[src/rtl/alu_pkg.sv]
// Shared opcode, state and instruction-field definitions for the ALU sequencer.
package alu_pkg;

  typedef enum logic [3:0] {
    OP_AND  = 4'b0000, OP_OR   = 4'b0001, OP_XOR  = 4'b0010, OP_NOT  = 4'b0011,
    OP_ADD  = 4'b0100, OP_SUB  = 4'b0101, OP_SHL  = 4'b0110, OP_SHR  = 4'b0111,
    OP_ADDI = 4'b1000, OP_SUBI = 4'b1001, OP_MOVI = 4'b1010, OP_NOP  = 4'b1011,
    OP_ILL0 = 4'b1100, OP_ILL1 = 4'b1101, OP_ILL2 = 4'b1110, OP_HALT = 4'b1111
  } opcode_e;

  typedef enum logic [2:0] {
    S_IDLE   = 3'd0,
    S_FETCH  = 3'd1,
    S_DECODE = 3'd2,
    S_EXEC   = 3'd3,
    S_WB     = 3'd4,
    S_HALTED = 3'd5
  } state_e;

  localparam int OP_MSB  = 16;
  localparam int OP_LSB  = 13;
  localparam int RD_MSB  = 12;
  localparam int RD_LSB  = 11;
  localparam int RS_MSB  = 10;
  localparam int RS_LSB  = 9;
  localparam int IMM_MSB = 8;
  localparam int IMM_LSB = 0;

  function automatic logic is_imm_op(input logic [3:0] op);
    return (op == OP_ADDI) || (op == OP_SUBI) || (op == OP_MOVI);
  endfunction

  function automatic logic is_legal_op(input logic [3:0] op);
    return !((op == OP_ILL0) || (op == OP_ILL1) || (op == OP_ILL2));
  endfunction

endpackage

[src/rtl/regfile4x9.sv]
// Four-entry register file: synchronous write with reset-to-zero,
// two asynchronous operand read ports and one asynchronous debug read port.
module regfile4x9 #(
  parameter int DATA_W = 9
) (
  input  logic              clk,
  input  logic              reset,
  input  logic              we,
  input  logic [1:0]        waddr,
  input  logic [DATA_W-1:0] wdata,
  input  logic [1:0]        raddr_a,
  input  logic [1:0]        raddr_b,
  input  logic [1:0]        dbg_sel,
  output logic [DATA_W-1:0] rdata_a,
  output logic [DATA_W-1:0] rdata_b,
  output logic [DATA_W-1:0] dbg_data
);

  logic [DATA_W-1:0] regs [4];

  // Register storage with synchronous clear.
  always_ff @(posedge clk) begin
    if (reset) begin
      for (int i = 0; i < 4; i++) begin
        regs[i] <= '0;
      end
    end else if (we) begin
      regs[waddr] <= wdata;
    end
  end

  assign rdata_a  = regs[raddr_a];
  assign rdata_b  = regs[raddr_b];
  assign dbg_data = regs[dbg_sel];

endmodule

[src/rtl/alu_sequencer.sv]
// Control end of the ALU opcode interface: fetch, decode, operand issue and writeback
// around an external combinational 9-bit ALU.
module alu_sequencer
  import alu_pkg::*;
#(
  parameter int PC_W    = 8,
  parameter int DATA_W  = 9,
  parameter int INSTR_W = 17
) (
  input  logic               clk,
  input  logic               reset,
  input  logic               start,
  output logic               instr_req,
  output logic [PC_W-1:0]    instr_addr,
  input  logic               instr_valid,
  input  logic [INSTR_W-1:0] instr_data,
  output logic [DATA_W-1:0]  alu_a,
  output logic [DATA_W-1:0]  alu_b,
  output logic [3:0]         alu_opcode,
  input  logic [DATA_W-1:0]  alu_out,
  output logic               busy,
  output logic               halted,
  output logic               illegal_op,
  output logic [PC_W-1:0]    pc,
  input  logic [1:0]         dbg_sel,
  output logic [DATA_W-1:0]  dbg_data
);

  state_e             state, next_state;
  logic [INSTR_W-1:0] instr;
  logic [DATA_W-1:0]  result;
  logic [3:0]         op;
  logic [1:0]         rd, rs;
  logic [8:0]         imm;
  logic [DATA_W-1:0]  rdata_a, rdata_b;
  logic               we;

  assign op  = instr[OP_MSB:OP_LSB];
  assign rd  = instr[RD_MSB:RD_LSB];
  assign rs  = instr[RS_MSB:RS_LSB];
  assign imm = instr[IMM_MSB:IMM_LSB];

  // NOP, HALT and illegal opcodes never write; they bypass EXEC entirely.
  assign we = (state == S_WB) && is_legal_op(op) && (op != OP_NOP) && (op != OP_HALT);

  regfile4x9 #(.DATA_W(DATA_W)) u_regfile (
    .clk      (clk),
    .reset    (reset),
    .we       (we),
    .waddr    (rd),
    .wdata    (result),
    .raddr_a  (rs),
    .raddr_b  (imm[1:0]),
    .dbg_sel  (dbg_sel),
    .rdata_a  (rdata_a),
    .rdata_b  (rdata_b),
    .dbg_data (dbg_data)
  );

  // Next-state decode.
  always_comb begin
    next_state = state;
    case (state)
      S_IDLE: begin
        if (start) next_state = S_FETCH;
        else       next_state = S_IDLE;
      end
      S_FETCH: begin
        if (instr_valid) next_state = S_DECODE;
        else             next_state = S_FETCH;
      end
      S_DECODE: begin
        if (op == OP_HALT)                          next_state = S_HALTED;
        else if (!is_legal_op(op) || op == OP_NOP)  next_state = S_WB;
        else                                        next_state = S_EXEC;
      end
      S_EXEC:   next_state = S_WB;
      S_WB:     next_state = S_FETCH;
      S_HALTED: next_state = S_HALTED;
      default:  next_state = S_IDLE;
    endcase
  end

  // Sequencer state, instruction latch, ALU operand issue and pc.
  always_ff @(posedge clk) begin
    if (reset) begin
      state      <= S_IDLE;
      instr      <= '0;
      result     <= '0;
      pc         <= '0;
      illegal_op <= 1'b0;
      alu_a      <= '0;
      alu_b      <= '0;
      alu_opcode <= OP_NOP;
    end else begin
      state <= next_state;
      if (state == S_FETCH && instr_valid) instr <= instr_data;
      // Operands are registered on entry to EXEC so the ALU sees them for the whole cycle.
      if (state == S_DECODE && next_state == S_EXEC) begin
        alu_opcode <= op;
        alu_a      <= rdata_a;
        alu_b      <= is_imm_op(op) ? DATA_W'(imm) : rdata_b;
      end else begin
        alu_opcode <= OP_NOP;
      end
      if (state == S_EXEC) result <= alu_out;
      if (state == S_DECODE && !is_legal_op(op)) illegal_op <= 1'b1;
      if (state == S_WB) pc <= pc + PC_W'(1);
    end
  end

  assign instr_req  = (state == S_FETCH);
  assign instr_addr = pc;
  assign busy       = (state == S_FETCH) || (state == S_DECODE) ||
                      (state == S_EXEC)  || (state == S_WB);
  assign halted     = (state == S_HALTED);

endmodule
[config.mk]
export PLATFORM = sky130hd
export DESIGN_NAME = alu_sequencer
export DESIGN_NICKNAME = d
export VERILOG_FILES = /design/src/rtl/alu_pkg.sv /design/src/rtl/regfile4x9.sv /design/src/rtl/alu_sequencer.sv
export SDC_FILE = /design/constraint.sdc
export NUM_CORES = 1
export LEC_CHECK = 0
export CAP_MARGIN = 20
export CORE_ASPECT_RATIO = 0.7
export CORE_MARGIN = 2
export CORE_UTILIZATION = 55
export CTS_CLUSTER_DIAMETER = 30
export DETAILED_ROUTE_END_ITERATION = 7
export GPL_ROUTABILITY_DRIVEN = 0
export PLACE_DENSITY = 0.83
export SLEW_MARGIN = 20
export SYNTH_ARGS = -nofsm -noshare
export SYNTH_HDL_FRONTEND = slang
export SYNTH_SLANG_ARGS = --single-unit
[constraint.sdc]
create_clock -name clk -period 3.2 [get_ports clk]
set_input_delay 0.8 -clock clk [delete_from_list [all_inputs] [get_ports clk]]
set_output_delay 0.8 -clock clk [all_outputs]
set_load 0.01 [all_outputs]
==> summary by stage, run 1 <==
Synth
The synthesized instance count is 390. The number of synthesized flops with an enable pin is 36. For this run, asynchronously set or reset flops after synthesis account for 0%. The synthesized netlist occupies a cell area of 4478 um^2.

The count of cell types in the netlist is 37. In this run the mean area of a mapped cell was 11.48 um^2. The sequential fraction of the synthesis area is 51.86%. The post-synth net total is 423. After synthesis the netlist holds a flip-flop and latch count of 98. The count of warnings emitted by yosys is 0.

The most used flip-flop cell after synthesis is sky130_fd_sc_hd__dfxtp_1.

Worst hold path
The classification of the worst-slack hold path is reg -> reg. Along the worst hold path, the cell count comes to 2.

Clock network
The CTS H-tree depth is 3. The clock passes through at most 2 buffers. The clock reaches the later pin of the worst-skew pair after 340 ps.

The number of setup buffers added after CTS is 0. The CTS tree is yes. The number of sinks handled by clock tree synthesis is 98.

Counting the buffers created by CTS gives 9. The buffer cell driving the clock tree root is sky130_fd_sc_hd__clkbuf_16. The clock-pin slew on the worst setup and hold paths is 60 ps.

Drt
The total wire length after detailed routing is 9679 um. The first detailed-routing pass ran for 4 iterations. The mean number of vias per cell is 5.730. The detail route stage leaves a number of antenna-violating nets equal to 0. The number of design-rule violations left by the first detailed-router iteration is 220.

The average detailed-routed wire length per instance is 17.31 um. The post-route DRC violation count is 0. The count of vias placed by the detailed router is 3,203.

Die
The die extent in x is 111.9 um. The row count is 27. The total die area is 8892 um^2. The core region area is 7871 um^2. Once the floorplan was initialized, standard cells occupied 56.89% of the core. The vertical die dimension is 79.50 um.

The I/O pin count is 83.

Placed design
The count of buffers added on input and output ports is 82. Summing all placed instances gives a cell area of 5291 um^2. The wire-length estimate of the detail-placed layout is 6811 um.

Finish
0 antenna diodes ended up in the layout. The fraction of layout cells with a size suffix above 1 is 12.45%. Once layout is done, the placed cells without fillers occupy 5562 um^2. The total of fill cells in the finished design is 569. The utilization after layout is 70.66%. The area growth from synthesis to layout is 24.20%. The layout net count is 486.

Global routing
The via count of the first global-routing pass is 3,050. The initial antenna violation count came to 0. The pin count of the biggest net entering global routing is 65. The first global-routing pass estimated 15,610 um of wire.

The final global-route overflow total is 0. For this run, the total global-route usage over all layers was measured as 22.72%.

STA
The tightest hold margin is 454.4 ps. Setup repair after global routing left no endpoint under its margin. The transition time at the pin with the least slew margin is 649.3 ps. The number of hold-slack violations in the final timing report is 0. Headroom to the max-slew limit came out at 56.71%. Setup total negative slack on the finished layout was measured at 0 ps. The clock arrives with 10.71 ps of skew. Static timing analysis puts the maximum clock frequency at 0.3232 GHz. The shortest clock period the worst path allows after layout is 3094 ps. The number of failing setup endpoints in the final timing report is 0. The number of slew-limit violations in the final report is 0. The fraction of the cycle the final worst path needs is 96.68%.

Setup path
Among all stages on the critical path, the largest delay is contributed by sky130_fd_sc_hd__mux4_2. Among cell families on the critical path, the largest total delay comes from buffers and inverters. The type of destination of the critical path is an output port.

The startpoint type of the worst setup path is an input port. The number of buffers and inverters on the critical path is 3. Of all nets on the critical path, the largest fanout is 9. On the worst path, the slowest cell contributes a delay of 520 ps. The critical path goes through clkdlybuf4s50_1 -> buf_12 -> mux4_2 -> dlygate4sd2_1.

The depth of the most critical reg-to-reg path is 4. For the worst setup path, the data arrival time is 2290 ps. The worst setup path is of the in -> out kind.

The number of cells on the critical path is 4. For the worst setup path, the data required time is 2400 ps.

Power
Power spread over the standard cell area amounts to 480.7 nW/um^2. Across the VDD grid, the largest voltage drop is 0.2967 mV. The leakage power is 2.024 nW. The completed layout was analyzed and its total power is 0.002674 W.

Run status
The flow ran to the end, and the final reports show no timing, DRC or antenna violations.

Run
The number of max-cap violations is 0.
[where the power goes]
part / switching (W) / internal, W / total, W
Sequential: 0.0000507 / 0.00133 / 0.00138
Clock: 0.000487 / 0.000541 / 0.00103
Combinational: 0.000114 / 0.000149 / 0.000263
[metal layers]
layer,GRT usage (%),wire length (um)
met5,0,0
met4,8.148,193
met3,6.682,753
met2,33.64,4296
met1,32.11,4435
[registers in the layout, indices dropped and copies added, names as in the netlist, 3 cells and up, named ones only]
signal,flops
alu_opcode,4
state,3
instr_addr,8
alu_a,9
alu_b,9
result,9
instr,17
u_regfile.regs,36
[layout make-up]
class                      count  area, um^2  area share [%]
sequential                    98        2322           41.75
tap                          101       126.4           2.272
clock buffer                   9       225.2           4.049
clock inverter                 7       56.30           1.012
multi-input combinational    253        1946           34.98
inverter                       3       11.26          0.2025
timing repair buffer          88       874.6           15.73
[placed cells by master, fill, tap and decap left out, types with 2 or more instances in the layout]
cell / instances
sky130_fd_sc_hd__edfxtp_1: 36
sky130_fd_sc_hd__xor2_1: 7
sky130_fd_sc_hd__inv_6: 4
sky130_fd_sc_hd__buf_4: 4
sky130_fd_sc_hd__nand4_1: 4
sky130_fd_sc_hd__mux2i_1: 20
sky130_fd_sc_hd__and3_1: 2
sky130_fd_sc_hd__a21oi_1: 29
sky130_fd_sc_hd__clkbuf_16: 9
sky130_fd_sc_hd__or2_1: 3
sky130_fd_sc_hd__buf_12: 2
sky130_fd_sc_hd__and3b_1: 2
sky130_fd_sc_hd__clkinv_2: 2
sky130_fd_sc_hd__dfxtp_1: 62
sky130_fd_sc_hd__a211oi_1: 9
sky130_fd_sc_hd__clkdlybuf4s50_1: 72
sky130_fd_sc_hd__a21o_1: 3
sky130_fd_sc_hd__a31oi_1: 2
sky130_fd_sc_hd__nor3b_2: 2
sky130_fd_sc_hd__dlygate4sd2_1: 9
sky130_fd_sc_hd__nor3b_1: 2
sky130_fd_sc_hd__nor2_1: 30
sky130_fd_sc_hd__inv_1: 3
sky130_fd_sc_hd__nand2_1: 57
sky130_fd_sc_hd__and2_1: 37
sky130_fd_sc_hd__o21ai_0: 2
sky130_fd_sc_hd__or3_1: 3
sky130_fd_sc_hd__mux4_2: 27
sky130_fd_sc_hd__xnor2_1: 2
[stage by stage]
step,worst slack (ps),std cells
finish,106.3,559
detailed placement,-93.80,543
global route,61.81,559
floorplan,787.0,390
CTS,106.2,559
global placement,-70.24,543
[logic make-up (layout without fill, tap and decap cells)]
group,after synthesis,count (layout),share of synthesized area [%]
AND/OR/NAND/NOR,146,146,16.35
flip-flops,98,98,51.86
AO/OA/AOI/OAI,50,50,7.013
multiplexers,47,47,18.05
buffers and inverters,39,107,4.694
XOR/XNOR,9,9,1.760
adder cells (fa/ha/maj),1,1,0.2794
[worst paths after layout]
kind | from | end | slack, ps
worst max-delay path | dbg_sel[0] | dbg_data[5] | 110
worst min-delay path | alu_a[3] | alu_a[3] | 450
worst max register to register | state[2] | u_regfile.regs[0][2] | 680
worst min register to register | alu_a[3] | alu_a[3] | 450
[repair_timing]
item,CTS,global route
resized for setup,9,0
hold buffers,0,0
setup endpoints to repair,9,0
[cells in the mapped netlist (2+ instances only)]
cell type / instances / area [um^2]
sky130_fd_sc_hd__nand2_1: 57 / 214.0
sky130_fd_sc_hd__a21o_1: 3 / 22.52
sky130_fd_sc_hd__mux2i_1: 20 / 200.2
sky130_fd_sc_hd__nor2_1: 30 / 112.6
sky130_fd_sc_hd__buf_2: 9 / 45.04
sky130_fd_sc_hd__and3_1: 2 / 12.51
sky130_fd_sc_hd__nor3b_2: 2 / 25.02
sky130_fd_sc_hd__a211oi_1: 9 / 67.56
sky130_fd_sc_hd__edfxtp_1: 36 / 1081
sky130_fd_sc_hd__or3_1: 3 / 18.77
sky130_fd_sc_hd__nor3b_1: 2 / 15.01
sky130_fd_sc_hd__inv_1: 3 / 11.26
sky130_fd_sc_hd__xor2_1: 7 / 61.31
sky130_fd_sc_hd__xnor2_1: 2 / 17.52
sky130_fd_sc_hd__buf_1: 3 / 11.26
sky130_fd_sc_hd__clkbuf_1: 12 / 45.04
sky130_fd_sc_hd__a21oi_1: 29 / 145.1
sky130_fd_sc_hd__dfxtp_1: 62 / 1241
sky130_fd_sc_hd__buf_6: 2 / 22.52
sky130_fd_sc_hd__o21ai_0: 2 / 10.01
sky130_fd_sc_hd__mux4_2: 27 / 608.1
sky130_fd_sc_hd__nand4_1: 4 / 25.02
sky130_fd_sc_hd__a31oi_1: 2 / 12.51
sky130_fd_sc_hd__buf_4: 10 / 75.07
sky130_fd_sc_hd__and2_1: 37 / 231.5
sky130_fd_sc_hd__and3b_1: 2 / 17.52
sky130_fd_sc_hd__or2_1: 3 / 18.77
[worst min-delay path, cell delays in order, from the launching register on]
cell	delay, ps
sky130_fd_sc_hd__dfxtp_1	310
sky130_fd_sc_hd__nand2_1	50
sky130_fd_sc_hd__a21oi_1	50
No activity file was read; power rests on OpenSTA's default activity.
==> inputs of run 2 (changes only) <==
CAP_MARGIN = not set   (was 20)
==> results of run 2 <==
The final DEF is identical to that of run 1; final timing and power are the same.
==> inputs of run 3 (changes only) <==
CORE_MARGIN = not set   (was 2)
==> run 3 against run 2 <==
- register-to-register slack is essentially flat
- via count up 0.37%
- sequential cell count stayed put
- final cell count unchanged
- clock-buffer cell count unchanged
- critical path type unchanged
==> summary by stage, run 3 (same netlist as run 1, synthesis figures left out) <==
Setup path
The critical-path cell with the highest stage delay is sky130_fd_sc_hd__clkdlybuf4s50_1. The required time of the critical path was 2400 ps (about the same). The start-to-end type of the worst setup path is in -> out. The largest fanout of any net on the critical path was 9 (unchanged). The startpoint of the lowest-slack register-to-register path is state[2].

The arrival time at the worst endpoint is 2290 ps (about the same). Traced cell by cell, the critical path runs through clkdlybuf4s50_1 -> buf_12 -> mux4_2 -> dlygate4sd2_1. The startpoint type of the worst setup path is an input port.

The type of destination of the critical path is an output port. The highest cell delay on the worst timing path came to 510 ps (about the same). The launch point of the critical path is dbg_sel[0].

Clock network
The number of CTS-inserted buffers came to 9 (unchanged). TritonCTS built the clock tree. The maximum root-to-sink buffer count came to 2 (unchanged).

The clock-pin slew on the worst setup and hold paths was 60 ps (about the same). The number of hold buffers added after cts is 0 (unchanged). The buffer count from post-CTS setup fixing is 0 (unchanged). The number of sinks handled by clock tree synthesis is 98 (unchanged).

The number of gates given a new drive strength after cts is 9 (unchanged). The clock latency reported for the late side of the worst-skew pair came to 330 ps (about the same). The buffer cell driving the clock tree root is sky130_fd_sc_hd__clkbuf_16. The CTS H-tree depth is 3 (unchanged).

Die
The core region area was 7871 um^2 (unchanged). The die extent in x was 109.9 um (-1.8%). The total die area is 8513 um^2 (-4.3%).

The starting density of the core is 56.89% (unchanged). The vertical die dimension was 77.50 um (-2.5%). The I/O pin count is 83 (unchanged). The row count came to 27 (unchanged).

Finish
The most common cell after layout, fill and taps aside is sky130_fd_sc_hd__clkdlybuf4s50_1. u_regfile.regs holds more flip-flops than any other register. The layout net count was 486 (unchanged).

The number of antenna diodes is 0 (unchanged). The fraction of layout cells with a size suffix above 1 is 12.23% (-0.22 points). The utilization after layout was 70.50% (-0.16 points). The flip-flop count of the largest register after layout came to 36 (unchanged). The largest registers in the layout are u_regfile.regs: 36 flops, instr: 17 flops. The synthesis-to-finish area growth is 23.92%. In the layout the commonest cells are sky130_fd_sc_hd__clkdlybuf4s50_1, sky130_fd_sc_hd__dfxtp_1, sky130_fd_sc_hd__nand2_1.

STA
The clock skew came to 5.555 ps (-5.157 ps). The fraction of the cycle the final worst path needs is 96.63% (about the same). The highest clock frequency the design can meet was 0.3234 GHz (about the same). Setup repair after global routing left no endpoint under its margin.

The headroom to the max-slew limit is 55.49% (-1.2 points). The transition time at the pin with the least slew margin is 667.6 ps (+18.29 ps). The number of failing setup endpoints in the final timing report was 0 (unchanged). The number of hold-slack violations in the final timing report came to 0 (unchanged).

The number of slew-limit violations in the final report was 0 (unchanged). The tightest hold margin is 457.1 ps (+2.713 ps). The shortest clock period the worst path allows after layout is 3092 ps (-1.513 ps).

Drt
The number of design-rule violations left by the first detailed-router iteration is 208 (-5.5%). The post-route DRC violation count is 0 (unchanged). Signal routing reaches up to met4. The routed metal-1 wire length is 4469 um (+0.77%). The mean number of vias per cell came to 5.751 (+0.37%).

The first-pass iteration count of the detailed router is 4 (unchanged). The count of vias placed by the detailed router is 3,215 (+0.37%). The routed length on met2 is 4689 um (+9.1%). The total wire length after detailed routing is 9960 um (+2.9%).

The number of antenna-violating nets in the routed design is 0 (unchanged). The wire length on met3 was 726 um (-3.6%). The average detailed-routed wire length per instance is 17.82 um (+2.9%).

Placed design
The final HPWL from detailed placement is 7226 um (+6.1%). The count of buffers from port buffering was 82 (unchanged).

Global routing
The initial antenna violation count is 0 (unchanged). The final global-route overflow total is 0 (unchanged). The total routing resource utilization after global routing is 24.33% (+1.6 points). The global-route wire length before repair was 15,570 um (-0.31%).

The via count of the first global-routing pass is 2,994 (-1.8%). The pin count of the biggest net entering global routing is 65 (unchanged).

Worst hold path
The path class of the tightest hold or removal check is reg -> reg. The startpoint of the most critical hold path is alu_a[2].

Power
The total power density per cell area is 474.7 nW/um^2 (-1.3%). The largest voltage drop on the vdd net is 0.3140 mV (+5.8%). The leakage power is 2.014 nW (-0.49%).

Run status
The flow ran to the end, and the final reports show no timing, DRC or antenna violations.

Run
The number of max-cap violations was 0 (unchanged).
-- run 3: cell count changes in the layout (fill, tap and decap cells not counted) --
| cell | previous run | this run |
|---|---|---|
| sky130_fd_sc_hd__clkinv_1 | 0 | 1 |
| sky130_fd_sc_hd__inv_8 | 1 | 0 |
| sky130_fd_sc_hd__inv_6 | 4 | 1 |
| sky130_fd_sc_hd__clkinv_4 | 0 | 1 |
| sky130_fd_sc_hd__clkinv_2 | 2 | 3 |
| sky130_fd_sc_hd__clkinvlp_4 | 0 | 1 |
-- run 3: stage by stage --
step	area [um^2]	TNS, ps	worst slack, ps	total power, W	std cells
after global routing	5549	0	62.00	0.002723	559
after detailed placement	5291	-760.3	-105.8	0.001681	543
after floorplan	4478	0	787.0	0.001549	390
final	5549	0	107.8	0.002634	559
after global placement	5291	-395.4	-65.19	0.001669	543
after CTS	5549	0	99.40	0.002642	559
-- run 3: worst max-delay path: cells and delay by family --
kind,cells,cell delay (ps)
buffers and inverters,3,990
multiplexers,1,500
-- run 3: power breakdown --
| group | internal (W) | switching (W) |
|---|---|---|
| sequential | 0.00133 | 0.0000510 |
| clock | 0.000524 | 0.000462 |
| combinational | 0.000149 | 0.000116 |
-- run 3: layer usage --
layer  track usage [%]  vias to the layer above
met2             37.81                      145
met1             35.59                     1559
met5                 0                        -
met3             5.042                       11
met4             4.400                        0
li1                  -                     1500
-- run 3: final timing paths --
| check | to | slack [ps] | cells past startpoint |
|---|---|---|---|
| worst max register to register | u_regfile.regs[0][8] | 690 | 4 |
| worst min-delay path | alu_a[2] | 460 | 2 |
| worst max-delay path | dbg_data[7] | 110 | 4 |
| worst min register to register | alu_a[2] | 460 | 2 |
-- run 3: layout make-up --
type	count	area [um^2]
multi-input combinational	253	1946
sequential	98	2322
timing repair buffer	88	874.6
fill	581	2322
clock buffer	9	225.2
tap	101	126.4
clock inverter	7	43.79
inverter	3	11.26
